===== config.mk =====
export PLATFORM = sky130hd
export DESIGN_NAME = exec_stage_hs_flat
export DESIGN_NICKNAME = d
export VERILOG_FILES = /design/src/rtl/exec_stage_hs_if.sv /design/src/rtl/exec_stage_hs.sv /design/src/flat_wrapper.sv
export SDC_FILE = /design/constraint.sdc
export NUM_CORES = 1
export LEC_CHECK = 0
export CAP_MARGIN = 20
export CORE_UTILIZATION = 59
export DETAILED_ROUTE_END_ITERATION = 8
export GPL_ROUTABILITY_DRIVEN = 1
export MAX_ROUTING_LAYER = met4
export PLACE_DENSITY_LB_ADDON = 0.08
export SLEW_MARGIN = 20
export SYNTH_ARGS = -nofsm -noshare
export SYNTH_HDL_FRONTEND = slang
export SYNTH_SLANG_ARGS = --single-unit

===== constraint.sdc =====
create_clock -name CLK -period 9.5 [get_ports CLK]
set_input_delay 1.425 -clock CLK [delete_from_list [all_inputs] [get_ports CLK]]
set_output_delay 1.425 -clock CLK [all_outputs]
set_load 0.1 [all_outputs]

===== src/rtl/exec_stage_hs_if.sv =====
// Handshake bundle for exec_stage_hs: upstream issue port, external FPU port and downstream result port.
// The stage connects through the slave modport; the environment uses the master modport.
interface exec_stage_hs_if #(
    parameter int DATA_W         = 32,
    parameter int INST_MEM_WIDTH = 14,
    parameter int TAG_W          = 8
);
    logic                      in_valid;
    logic                      in_ready;
    logic                      in_is_fp;
    logic                      in_is_mem;
    logic [3:0]                in_alu_op;
    logic [1:0]                in_src_sel;
    logic [1:0]                in_dst_sel;
    logic                      in_reg_write;
    logic [DATA_W-1:0]         in_op1;
    logic [DATA_W-1:0]         in_op2;
    logic [4:0]                in_rt;
    logic [4:0]                in_rd;
    logic [4:0]                in_sa;
    logic [15:0]               in_imm;
    logic [INST_MEM_WIDTH-1:0] in_pc;
    logic [TAG_W-1:0]          in_tag;

    logic                      fpu_req;
    logic                      fpu_ack;
    logic [3:0]                fpu_op;
    logic [DATA_W-1:0]         fpu_a;
    logic [DATA_W-1:0]         fpu_b;
    logic                      fpu_abort;
    logic                      fpu_done;
    logic [DATA_W-1:0]         fpu_result;
    logic                      fpu_res_ready;

    logic                      out_valid;
    logic                      out_ready;
    logic [DATA_W-1:0]         out_result;
    logic [DATA_W-1:0]         out_store_data;
    logic [4:0]                out_rdist;
    logic                      out_reg_write;
    logic                      out_fp;
    logic [INST_MEM_WIDTH-1:0] out_pc;
    logic [INST_MEM_WIDTH-1:0] out_branch_target;
    logic [TAG_W-1:0]          out_tag;

    modport slave (
        input  in_valid, in_is_fp, in_is_mem, in_alu_op, in_src_sel, in_dst_sel,
               in_reg_write, in_op1, in_op2, in_rt, in_rd, in_sa, in_imm, in_pc, in_tag,
        output in_ready,
        output fpu_req, fpu_op, fpu_a, fpu_b, fpu_abort, fpu_res_ready,
        input  fpu_ack, fpu_done, fpu_result,
        output out_valid, out_result, out_store_data, out_rdist, out_reg_write,
               out_fp, out_pc, out_branch_target, out_tag,
        input  out_ready
    );

    modport master (
        output in_valid, in_is_fp, in_is_mem, in_alu_op, in_src_sel, in_dst_sel,
               in_reg_write, in_op1, in_op2, in_rt, in_rd, in_sa, in_imm, in_pc, in_tag,
        input  in_ready,
        input  fpu_req, fpu_op, fpu_a, fpu_b, fpu_abort, fpu_res_ready,
        output fpu_ack, fpu_done, fpu_result,
        input  out_valid, out_result, out_store_data, out_rdist, out_reg_write,
               out_fp, out_pc, out_branch_target, out_tag,
        output out_ready
    );
endinterface


===== src/rtl/exec_stage_hs.sv =====
// Execute stage: single-cycle integer ALU / branch-target path and an in-order
// multi-cycle FP path through an external FPU, with valid/ready on both sides and flush.
module exec_stage_hs #(
    parameter int DATA_W         = 32,
    parameter int INST_MEM_WIDTH = 14,
    parameter int TAG_W          = 8
) (
    input  logic                  CLK,
    input  logic                  reset,
    input  logic                  flush,
    exec_stage_hs_if.slave        bus,
    output logic [31:0]           fp_stall_cnt
);
    typedef enum logic [1:0] {
        IDLE     = 2'd0,
        FP_ISSUE = 2'd1,
        FP_WAIT  = 2'd2
    } state_t;

    localparam logic [INST_MEM_WIDTH-1:0] PC_ONE = INST_MEM_WIDTH'(1);

    state_t state, state_next;

    logic in_ready;
    logic fpu_req;
    logic fpu_res_ready;
    logic accept;
    logic fp_path;
    logic fp_take;

    logic [DATA_W-1:0]         imm_sext;
    logic [DATA_W-1:0]         op2_sel;
    logic [4:0]                sh;
    logic [DATA_W-1:0]         alu_res;
    logic [4:0]                rdist;
    logic [INST_MEM_WIDTH-1:0] btarget;

    logic                      out_valid_q;
    logic [DATA_W-1:0]         out_result_q;
    logic [DATA_W-1:0]         out_store_q;
    logic [4:0]                out_rdist_q;
    logic                      out_rw_q;
    logic                      out_fp_q;
    logic [INST_MEM_WIDTH-1:0] out_pc_q;
    logic [INST_MEM_WIDTH-1:0] out_bt_q;
    logic [TAG_W-1:0]          out_tag_q;

    logic [3:0]                fp_op_q;
    logic [DATA_W-1:0]         fp_a_q;
    logic [DATA_W-1:0]         fp_b_q;
    logic [DATA_W-1:0]         h_store_q;
    logic [4:0]                h_rdist_q;
    logic                      h_rw_q;
    logic [INST_MEM_WIDTH-1:0] h_pc_q;
    logic [INST_MEM_WIDTH-1:0] h_bt_q;
    logic [TAG_W-1:0]          h_tag_q;
    logic                      abort_q;

    // Operand select, destination select and branch target
    always_comb begin
        imm_sext = {{(DATA_W-16){bus.in_imm[15]}}, bus.in_imm};
        op2_sel  = bus.in_op2;
        unique case (bus.in_src_sel)
            2'd0: op2_sel = bus.in_op2;
            2'd1: op2_sel = {{(DATA_W-5){1'b0}}, bus.in_sa};
            2'd2: op2_sel = imm_sext;
            2'd3: op2_sel = {{(DATA_W-16){1'b0}}, bus.in_imm};
            default: op2_sel = bus.in_op2;
        endcase

        rdist = bus.in_rd;
        unique case (bus.in_dst_sel)
            2'd0: rdist = bus.in_rd;
            2'd1: rdist = bus.in_rt;
            2'd2: rdist = 5'd31;
            2'd3: rdist = 5'd0;
            default: rdist = bus.in_rd;
        endcase

        btarget = bus.in_pc + PC_ONE + imm_sext[INST_MEM_WIDTH-1:0];
    end

    always_comb begin
        sh      = op2_sel[4:0];
        alu_res = '0;
        unique case (bus.in_alu_op)
            4'd0:  alu_res = bus.in_op1 + op2_sel;
            4'd1:  alu_res = bus.in_op1 - op2_sel;
            4'd2:  alu_res = bus.in_op1 & op2_sel;
            4'd3:  alu_res = bus.in_op1 | op2_sel;
            4'd4:  alu_res = bus.in_op1 ^ op2_sel;
            4'd5:  alu_res = ~(bus.in_op1 | op2_sel);
            4'd6:  alu_res = bus.in_op1 << sh;
            4'd7:  alu_res = bus.in_op1 >> sh;
            4'd8:  alu_res = $unsigned($signed(bus.in_op1) >>> sh);
            4'd9:  alu_res = {{(DATA_W-1){1'b0}}, $signed(bus.in_op1) < $signed(op2_sel)};
            4'd10: alu_res = {{(DATA_W-1){1'b0}}, bus.in_op1 < op2_sel};
            4'd11: alu_res = op2_sel << 16;
            default: alu_res = '0;
        endcase
    end

    assign fp_path = bus.in_is_fp && !bus.in_is_mem;
    assign accept  = bus.in_valid && in_ready;
    assign fp_take = (state == FP_WAIT) && bus.fpu_done && fpu_res_ready && !flush;

    always_comb begin
        state_next    = state;
        in_ready      = 1'b0;
        fpu_req       = 1'b0;
        fpu_res_ready = 1'b0;
        unique case (state)
            IDLE: begin
                in_ready = (!out_valid_q || bus.out_ready) && !flush && !reset;
                if (bus.in_valid && in_ready && fp_path) state_next = FP_ISSUE;
            end
            FP_ISSUE: begin
                fpu_req = 1'b1;
                if (bus.fpu_ack) state_next = FP_WAIT;
            end
            FP_WAIT: begin
                fpu_res_ready = !out_valid_q || bus.out_ready;
                if (bus.fpu_done && fpu_res_ready) state_next = IDLE;
            end
            default: state_next = IDLE;
        endcase
        if (flush) state_next = IDLE;
    end

    always_ff @(posedge CLK) begin
        if (reset) state <= IDLE;
        else       state <= state_next;
    end

    always_ff @(posedge CLK) begin
        if (reset) begin
            fp_stall_cnt <= '0;
            abort_q      <= 1'b0;
        end else begin
            if (state != IDLE && fp_stall_cnt != '1) fp_stall_cnt <= fp_stall_cnt + 32'd1;
            // Abort only once the FPU has taken the op (ack seen now or earlier).
            abort_q <= flush && ((state == FP_ISSUE && bus.fpu_ack) || state == FP_WAIT);
        end
    end

    always_ff @(posedge CLK) begin
        if (reset) begin
            out_valid_q  <= 1'b0;
            out_result_q <= '0;
            out_store_q  <= '0;
            out_rdist_q  <= '0;
            out_rw_q     <= 1'b0;
            out_fp_q     <= 1'b0;
            out_pc_q     <= '0;
            out_bt_q     <= '0;
            out_tag_q    <= '0;
            fp_op_q      <= '0;
            fp_a_q       <= '0;
            fp_b_q       <= '0;
            h_store_q    <= '0;
            h_rdist_q    <= '0;
            h_rw_q       <= 1'b0;
            h_pc_q       <= '0;
            h_bt_q       <= '0;
            h_tag_q      <= '0;
        end else if (flush) begin
            out_valid_q <= 1'b0;
        end else if (accept && !fp_path) begin
            out_valid_q  <= 1'b1;
            out_result_q <= alu_res;
            out_store_q  <= bus.in_op2;
            out_rdist_q  <= rdist;
            out_rw_q     <= bus.in_reg_write;
            out_fp_q     <= 1'b0;
            out_pc_q     <= bus.in_pc;
            out_bt_q     <= btarget;
            out_tag_q    <= bus.in_tag;
        end else if (accept) begin
            // in_ready implies the current output drains on this edge.
            out_valid_q <= 1'b0;
            fp_op_q     <= bus.in_alu_op;
            fp_a_q      <= bus.in_op1;
            fp_b_q      <= op2_sel;
            h_store_q   <= bus.in_op2;
            h_rdist_q   <= rdist;
            h_rw_q      <= bus.in_reg_write;
            h_pc_q      <= bus.in_pc;
            h_bt_q      <= btarget;
            h_tag_q     <= bus.in_tag;
        end else if (fp_take) begin
            out_valid_q  <= 1'b1;
            out_result_q <= bus.fpu_result;
            out_store_q  <= h_store_q;
            out_rdist_q  <= h_rdist_q;
            out_rw_q     <= h_rw_q;
            out_fp_q     <= 1'b1;
            out_pc_q     <= h_pc_q;
            out_bt_q     <= h_bt_q;
            out_tag_q    <= h_tag_q;
        end else if (out_valid_q && bus.out_ready) begin
            out_valid_q <= 1'b0;
        end
    end

    assign bus.in_ready          = in_ready;
    assign bus.fpu_req           = fpu_req;
    assign bus.fpu_res_ready     = fpu_res_ready;
    assign bus.fpu_op            = fp_op_q;
    assign bus.fpu_a             = fp_a_q;
    assign bus.fpu_b             = fp_b_q;
    assign bus.fpu_abort         = abort_q;
    assign bus.out_valid         = out_valid_q;
    assign bus.out_result        = out_result_q;
    assign bus.out_store_data    = out_store_q;
    assign bus.out_rdist         = out_rdist_q;
    assign bus.out_reg_write     = out_rw_q;
    assign bus.out_fp            = out_fp_q;
    assign bus.out_pc            = out_pc_q;
    assign bus.out_branch_target = out_bt_q;
    assign bus.out_tag           = out_tag_q;
endmodule


===== src/flat_wrapper.sv =====
// flat-port wrapper written by rule: the top's interface ports become plain ports
module exec_stage_hs_flat 
#(
    parameter int DATA_W         = 32,
    parameter int INST_MEM_WIDTH = 14,
    parameter int TAG_W          = 8
)
  (CLK, reset, flush, fp_stall_cnt, bus_in_valid, bus_in_is_fp, bus_in_is_mem, bus_in_alu_op, bus_in_src_sel, bus_in_dst_sel, bus_in_reg_write, bus_in_op1, bus_in_op2, bus_in_rt, bus_in_rd, bus_in_sa, bus_in_imm, bus_in_pc, bus_in_tag, bus_in_ready, bus_fpu_req, bus_fpu_op, bus_fpu_a, bus_fpu_b, bus_fpu_abort, bus_fpu_res_ready, bus_fpu_ack, bus_fpu_done, bus_fpu_result, bus_out_valid, bus_out_result, bus_out_store_data, bus_out_rdist, bus_out_reg_write, bus_out_fp, bus_out_pc, bus_out_branch_target, bus_out_tag, bus_out_ready);
  exec_stage_hs_if #(.DATA_W(DATA_W), .INST_MEM_WIDTH(INST_MEM_WIDTH), .TAG_W(TAG_W)) bus_i ();
  input  logic CLK;
  input  logic reset;
  input  logic flush;
  output logic [31:0] fp_stall_cnt;
  input wire logic [$bits(bus_i.in_valid)-1:0] bus_in_valid;
  input wire logic [$bits(bus_i.in_is_fp)-1:0] bus_in_is_fp;
  input wire logic [$bits(bus_i.in_is_mem)-1:0] bus_in_is_mem;
  input wire logic [$bits(bus_i.in_alu_op)-1:0] bus_in_alu_op;
  input wire logic [$bits(bus_i.in_src_sel)-1:0] bus_in_src_sel;
  input wire logic [$bits(bus_i.in_dst_sel)-1:0] bus_in_dst_sel;
  input wire logic [$bits(bus_i.in_reg_write)-1:0] bus_in_reg_write;
  input wire logic [$bits(bus_i.in_op1)-1:0] bus_in_op1;
  input wire logic [$bits(bus_i.in_op2)-1:0] bus_in_op2;
  input wire logic [$bits(bus_i.in_rt)-1:0] bus_in_rt;
  input wire logic [$bits(bus_i.in_rd)-1:0] bus_in_rd;
  input wire logic [$bits(bus_i.in_sa)-1:0] bus_in_sa;
  input wire logic [$bits(bus_i.in_imm)-1:0] bus_in_imm;
  input wire logic [$bits(bus_i.in_pc)-1:0] bus_in_pc;
  input wire logic [$bits(bus_i.in_tag)-1:0] bus_in_tag;
  output wire logic [$bits(bus_i.in_ready)-1:0] bus_in_ready;
  output wire logic [$bits(bus_i.fpu_req)-1:0] bus_fpu_req;
  output wire logic [$bits(bus_i.fpu_op)-1:0] bus_fpu_op;
  output wire logic [$bits(bus_i.fpu_a)-1:0] bus_fpu_a;
  output wire logic [$bits(bus_i.fpu_b)-1:0] bus_fpu_b;
  output wire logic [$bits(bus_i.fpu_abort)-1:0] bus_fpu_abort;
  output wire logic [$bits(bus_i.fpu_res_ready)-1:0] bus_fpu_res_ready;
  input wire logic [$bits(bus_i.fpu_ack)-1:0] bus_fpu_ack;
  input wire logic [$bits(bus_i.fpu_done)-1:0] bus_fpu_done;
  input wire logic [$bits(bus_i.fpu_result)-1:0] bus_fpu_result;
  output wire logic [$bits(bus_i.out_valid)-1:0] bus_out_valid;
  output wire logic [$bits(bus_i.out_result)-1:0] bus_out_result;
  output wire logic [$bits(bus_i.out_store_data)-1:0] bus_out_store_data;
  output wire logic [$bits(bus_i.out_rdist)-1:0] bus_out_rdist;
  output wire logic [$bits(bus_i.out_reg_write)-1:0] bus_out_reg_write;
  output wire logic [$bits(bus_i.out_fp)-1:0] bus_out_fp;
  output wire logic [$bits(bus_i.out_pc)-1:0] bus_out_pc;
  output wire logic [$bits(bus_i.out_branch_target)-1:0] bus_out_branch_target;
  output wire logic [$bits(bus_i.out_tag)-1:0] bus_out_tag;
  input wire logic [$bits(bus_i.out_ready)-1:0] bus_out_ready;
  assign bus_i.in_valid = bus_in_valid;
  assign bus_i.in_is_fp = bus_in_is_fp;
  assign bus_i.in_is_mem = bus_in_is_mem;
  assign bus_i.in_alu_op = bus_in_alu_op;
  assign bus_i.in_src_sel = bus_in_src_sel;
  assign bus_i.in_dst_sel = bus_in_dst_sel;
  assign bus_i.in_reg_write = bus_in_reg_write;
  assign bus_i.in_op1 = bus_in_op1;
  assign bus_i.in_op2 = bus_in_op2;
  assign bus_i.in_rt = bus_in_rt;
  assign bus_i.in_rd = bus_in_rd;
  assign bus_i.in_sa = bus_in_sa;
  assign bus_i.in_imm = bus_in_imm;
  assign bus_i.in_pc = bus_in_pc;
  assign bus_i.in_tag = bus_in_tag;
  assign bus_in_ready = bus_i.in_ready;
  assign bus_fpu_req = bus_i.fpu_req;
  assign bus_fpu_op = bus_i.fpu_op;
  assign bus_fpu_a = bus_i.fpu_a;
  assign bus_fpu_b = bus_i.fpu_b;
  assign bus_fpu_abort = bus_i.fpu_abort;
  assign bus_fpu_res_ready = bus_i.fpu_res_ready;
  assign bus_i.fpu_ack = bus_fpu_ack;
  assign bus_i.fpu_done = bus_fpu_done;
  assign bus_i.fpu_result = bus_fpu_result;
  assign bus_out_valid = bus_i.out_valid;
  assign bus_out_result = bus_i.out_result;
  assign bus_out_store_data = bus_i.out_store_data;
  assign bus_out_rdist = bus_i.out_rdist;
  assign bus_out_reg_write = bus_i.out_reg_write;
  assign bus_out_fp = bus_i.out_fp;
  assign bus_out_pc = bus_i.out_pc;
  assign bus_out_branch_target = bus_i.out_branch_target;
  assign bus_out_tag = bus_i.out_tag;
  assign bus_i.out_ready = bus_out_ready;
  exec_stage_hs #(.DATA_W(DATA_W), .INST_MEM_WIDTH(INST_MEM_WIDTH), .TAG_W(TAG_W)) u_core (.CLK(CLK), .reset(reset), .flush(flush), .bus(bus_i), .fp_stall_cnt(fp_stall_cnt));
endmodule

==> results.py <==
metrics = {
    "cells_and_area": {
        "layout_commonest_cell": "nand2_1",
        "final_cell_mix": "nand2_1, clkdlybuf4s50_1, a21oi_1",
        "multi_input_area_mm2": 0.0143,
        "drive_above_1_share_pct": 5.50,
        "area_delta_synth_final_pct": 23.6,
        "seqCellArea_mm2": 0.00571,
        "nets": 3454,
        "num-fill-cells": 2660,
    },
    "route": {
        "via_count": 25678,
        "wirelength_um": 96300,
        "firstDrtPassIters": 8,
        "drc": 0,
        "drt-initial-drc-count": 4027,
        "drtAntennaViolNets": 0,
        "vias_per_cell": 6.99,
        "routedWlPerCell_um": 26.2,
    },
    "timing": {
        "rsz0062_at_grt": "false",
        "tightest_slew_ps": 1190,
        "fin_tns_setup_ps": 0,
        "maxSlewViolCount": 0,
        "hold_viol": 0,
        "worst_slack_ps": 2870,
        "fmax_mhz": 151,
        "worst_clock_skew_ps": 12.7,
        "fin_crit_sh_pct": 69.8,
        "slew_headroom_pct": 20.7,
        "whs_ps": 457,
        "post-route-min-period_ps": 6630,
        "setup_violations": 0,
    },
    "die": {
        "dieArea_mm2": 0.0367,
        "coreArea_mm2": 0.0355,
        "dieWidth_um": 192,
        "die_y_um": 192,
        "ios": 379,
        "start_util_pct": 59.8,
        "placementRows": 69,
    },
    "place": {
        "dp_worst_setup_slack_ps": 2500,
        "dpl.hpwl_um": 68100,
        "gp_congestion": 1.19,
        "io_buffers": 378,
    },
    "synth": {
        "avgSynthCellArea_um2": 7.21,
        "ys_seq_area_share_pct": 26.9,
        "synthArstFlopShare_pct": 0,
        "synth_seq_cells": 285,
        "synth_area_mm2": 0.0212,
        "synth_edf_count": 0,
        "ys_types": 100,
        "netlist_instances": 2942,
        "yosysWarnings": 0,
        "synth_nets": 3218,
        "synthFlopType": "dfxtp_1",
    },
    "flow_run": {
        "maxCapViolations": 0,
    },
    "global_routing": {
        "grt_remaining_overflow": 0,
        "grt_pass1_wl_um": 141000,
        "grt_max_degree": 104,
        "antenna_found_initial": 7,
        "grt_pass1_vias": 23697,
        "grtUsageTotal_pct": 51.8,
    },
    "setup_path": {
        "path_max_fanout": 71,
        "path_cells": "clkdlybuf4s50_1 > mux2_4 > o21ai_4 > buf_4 > inv_2 > buf_4 > ha_1 > nand2b_1 > a21oi_1 > o21ai_0 > a211oi_1 > o21ai_0 > o21bai_1 > a21oi_1 > or3_1 > a31o_1 > o31ai_1",
        "required_ps": 10020,
        "cp_slowest_stage_delay_ps": 1130,
        "crit_type": "primary input to flip-flop",
        "slowest_stage": "clkdlybuf4s50_1",
        "arrival_ps": 7150,
        "cp-start-kind": "primary input",
        "end_kind": "flip-flop",
    },
    "cts": {
        "cts_root_buf": "clkbuf_16",
        "clk_pin_slew_ps": 70,
        "cts.sinks": 285,
        "insertion_delay_ps": 600,
        "htreeDepth": 1,
        "post_cts_resized": 0,
        "clock_path_buffers": 3,
        "cts_tree": "done",
        "ctsHoldBuffers": 0,
        "numCtsBuffers": 31,
        "post-cts-setup-buffers": 0,
    },
    "status": {
        "status": "finished clean",
    },
    "pwr": {
        "peakVddDrop_uv": 173,
        "p_leak_nw": 9.82,
        "power_density_mw_per_mm2": 143,
        "power_mw": 3.74,
    },
    "hold_path": {
        "hold_class": "flip-flop to flip-flop",
    },
}
## metal layers
| metal | up-vias | GRT usage (%) | part of all wire, % |
|---|---|---|---|
| met5 | - | - | 0 |
| met4 | 0 | 29.4 | 6.9 |
| met3 | 510 | 17.2 | 15 |
| met2 | 2241 | 75.2 | 42 |
| met1 | 11924 | 62.4 | 36 |
| li1 | 11003 | - | - |
## path summary, 6_finish.rpt
check	startpoint	to	slack [ps]	cells after the start
worst max-delay path	bus_in_src_sel[0]	u_core.bus.out_result[30]	2870	17
worst min-delay path	u_core.bus.fpu_a[22]	u_core.bus.fpu_a[22]	460	2
worst max register to register	u_core.bus.out_valid	u_core.bus.out_result[30]	5460	10
worst min register to register	u_core.bus.fpu_a[22]	u_core.bus.fpu_a[22]	460	2
## critical path: cells and delay by family
kind	cells	cell delay, ps
buf+inv	4	2190
compound gates	9	2160
simple gates	2	480
fa+ha+maj	1	440
mux	1	380
## cells in the mapped netlist, drive strengths merged, types with 14 or more instances
cell | instances | area share (%)
a211oi | 46 | 1.6
a21o | 27 | 0.96
a21oi | 323 | 7.7
a221oi | 37 | 1.6
a22oi | 16 | 0.57
a311oi | 75 | 3.1
a31oi | 28 | 0.93
and3 | 39 | 1.2
buf | 43 | 1.2
clkbuf | 180 | 3.2
dfxtp | 285 | 27
ha | 107 | 6.3
inv | 113 | 2.0
mux2 | 18 | 0.99
mux2i | 129 | 6.1
nand2 | 521 | 9.2
nand2b | 17 | 0.50
nand3 | 54 | 1.3
nor2 | 315 | 5.6
nor2b | 18 | 0.53
nor3 | 45 | 1.1
o2111ai | 17 | 0.73
o211ai | 35 | 1.3
o21ai | 151 | 3.7
o21bai | 14 | 0.50
o22ai | 16 | 0.47
o31ai | 16 | 0.65
or3 | 25 | 0.74
xnor2 | 47 | 1.9
xor2 | 14 | 0.58
## per-stage QoR
stage                     cells  utilization (%)  instance area [µm²]
after floorplan            2942                -                21200
after global placement     3605             70.7                25100
after detailed placement   3605             70.7                25100
after CTS                  3662             73.8                26200
after global routing       3671             73.9                26200
final                      3673             73.9                26200
## report_power, final
| group | internal, mW | leakage (nW) | total [mW] | switching [mW] |
|---|---|---|---|---|
| Clock | 0.747 | 0.518 | 1.31 | 0.563 |
| Combinational | 0.378 | 7.00 | 1.19 | 0.813 |
| Sequential | 1.22 | 2.31 | 1.24 | 0.0155 |
## state kept, by name (all words and copies together) (netlist names), 14 cells and up
register                      cells
u_core.h_store_q                 32
u_core.bus.out_pc                14
u_core.h_bt_q                    14
u_core.bus.fpu_b                 32
u_core.bus.out_result            32
u_core.h_pc_q                    14
u_core.bus.out_store_data        32
u_core.bus.fpu_a                 32
u_core.bus.out_branch_target     14
u_core.fp_stall_cnt              32
## logic make-up after synthesis
kind of cell	after synthesis	synth area share, %
AO/OA/AOI/OAI	897	27.9
XOR/XNOR	61	2.52
adder cells (fa/ha/maj)	109	6.50
buffers and inverters	337	6.40
flip-flops	285	26.9
multiplexers	148	7.24
AND/OR/NAND/NOR	1105	22.5
## final cells by class
cell class	count	share of cell area, %
diodes	10	0.0955
clock buffers	38	3.21
clock inverters	19	0.912
inverters	114	1.63
multi-input cells	2320	54.4
flip-flops and latches	285	21.8
well taps	461	2.20
repair buffers	426	15.8
No activity file was read; power rests on OpenSTA's default activity.
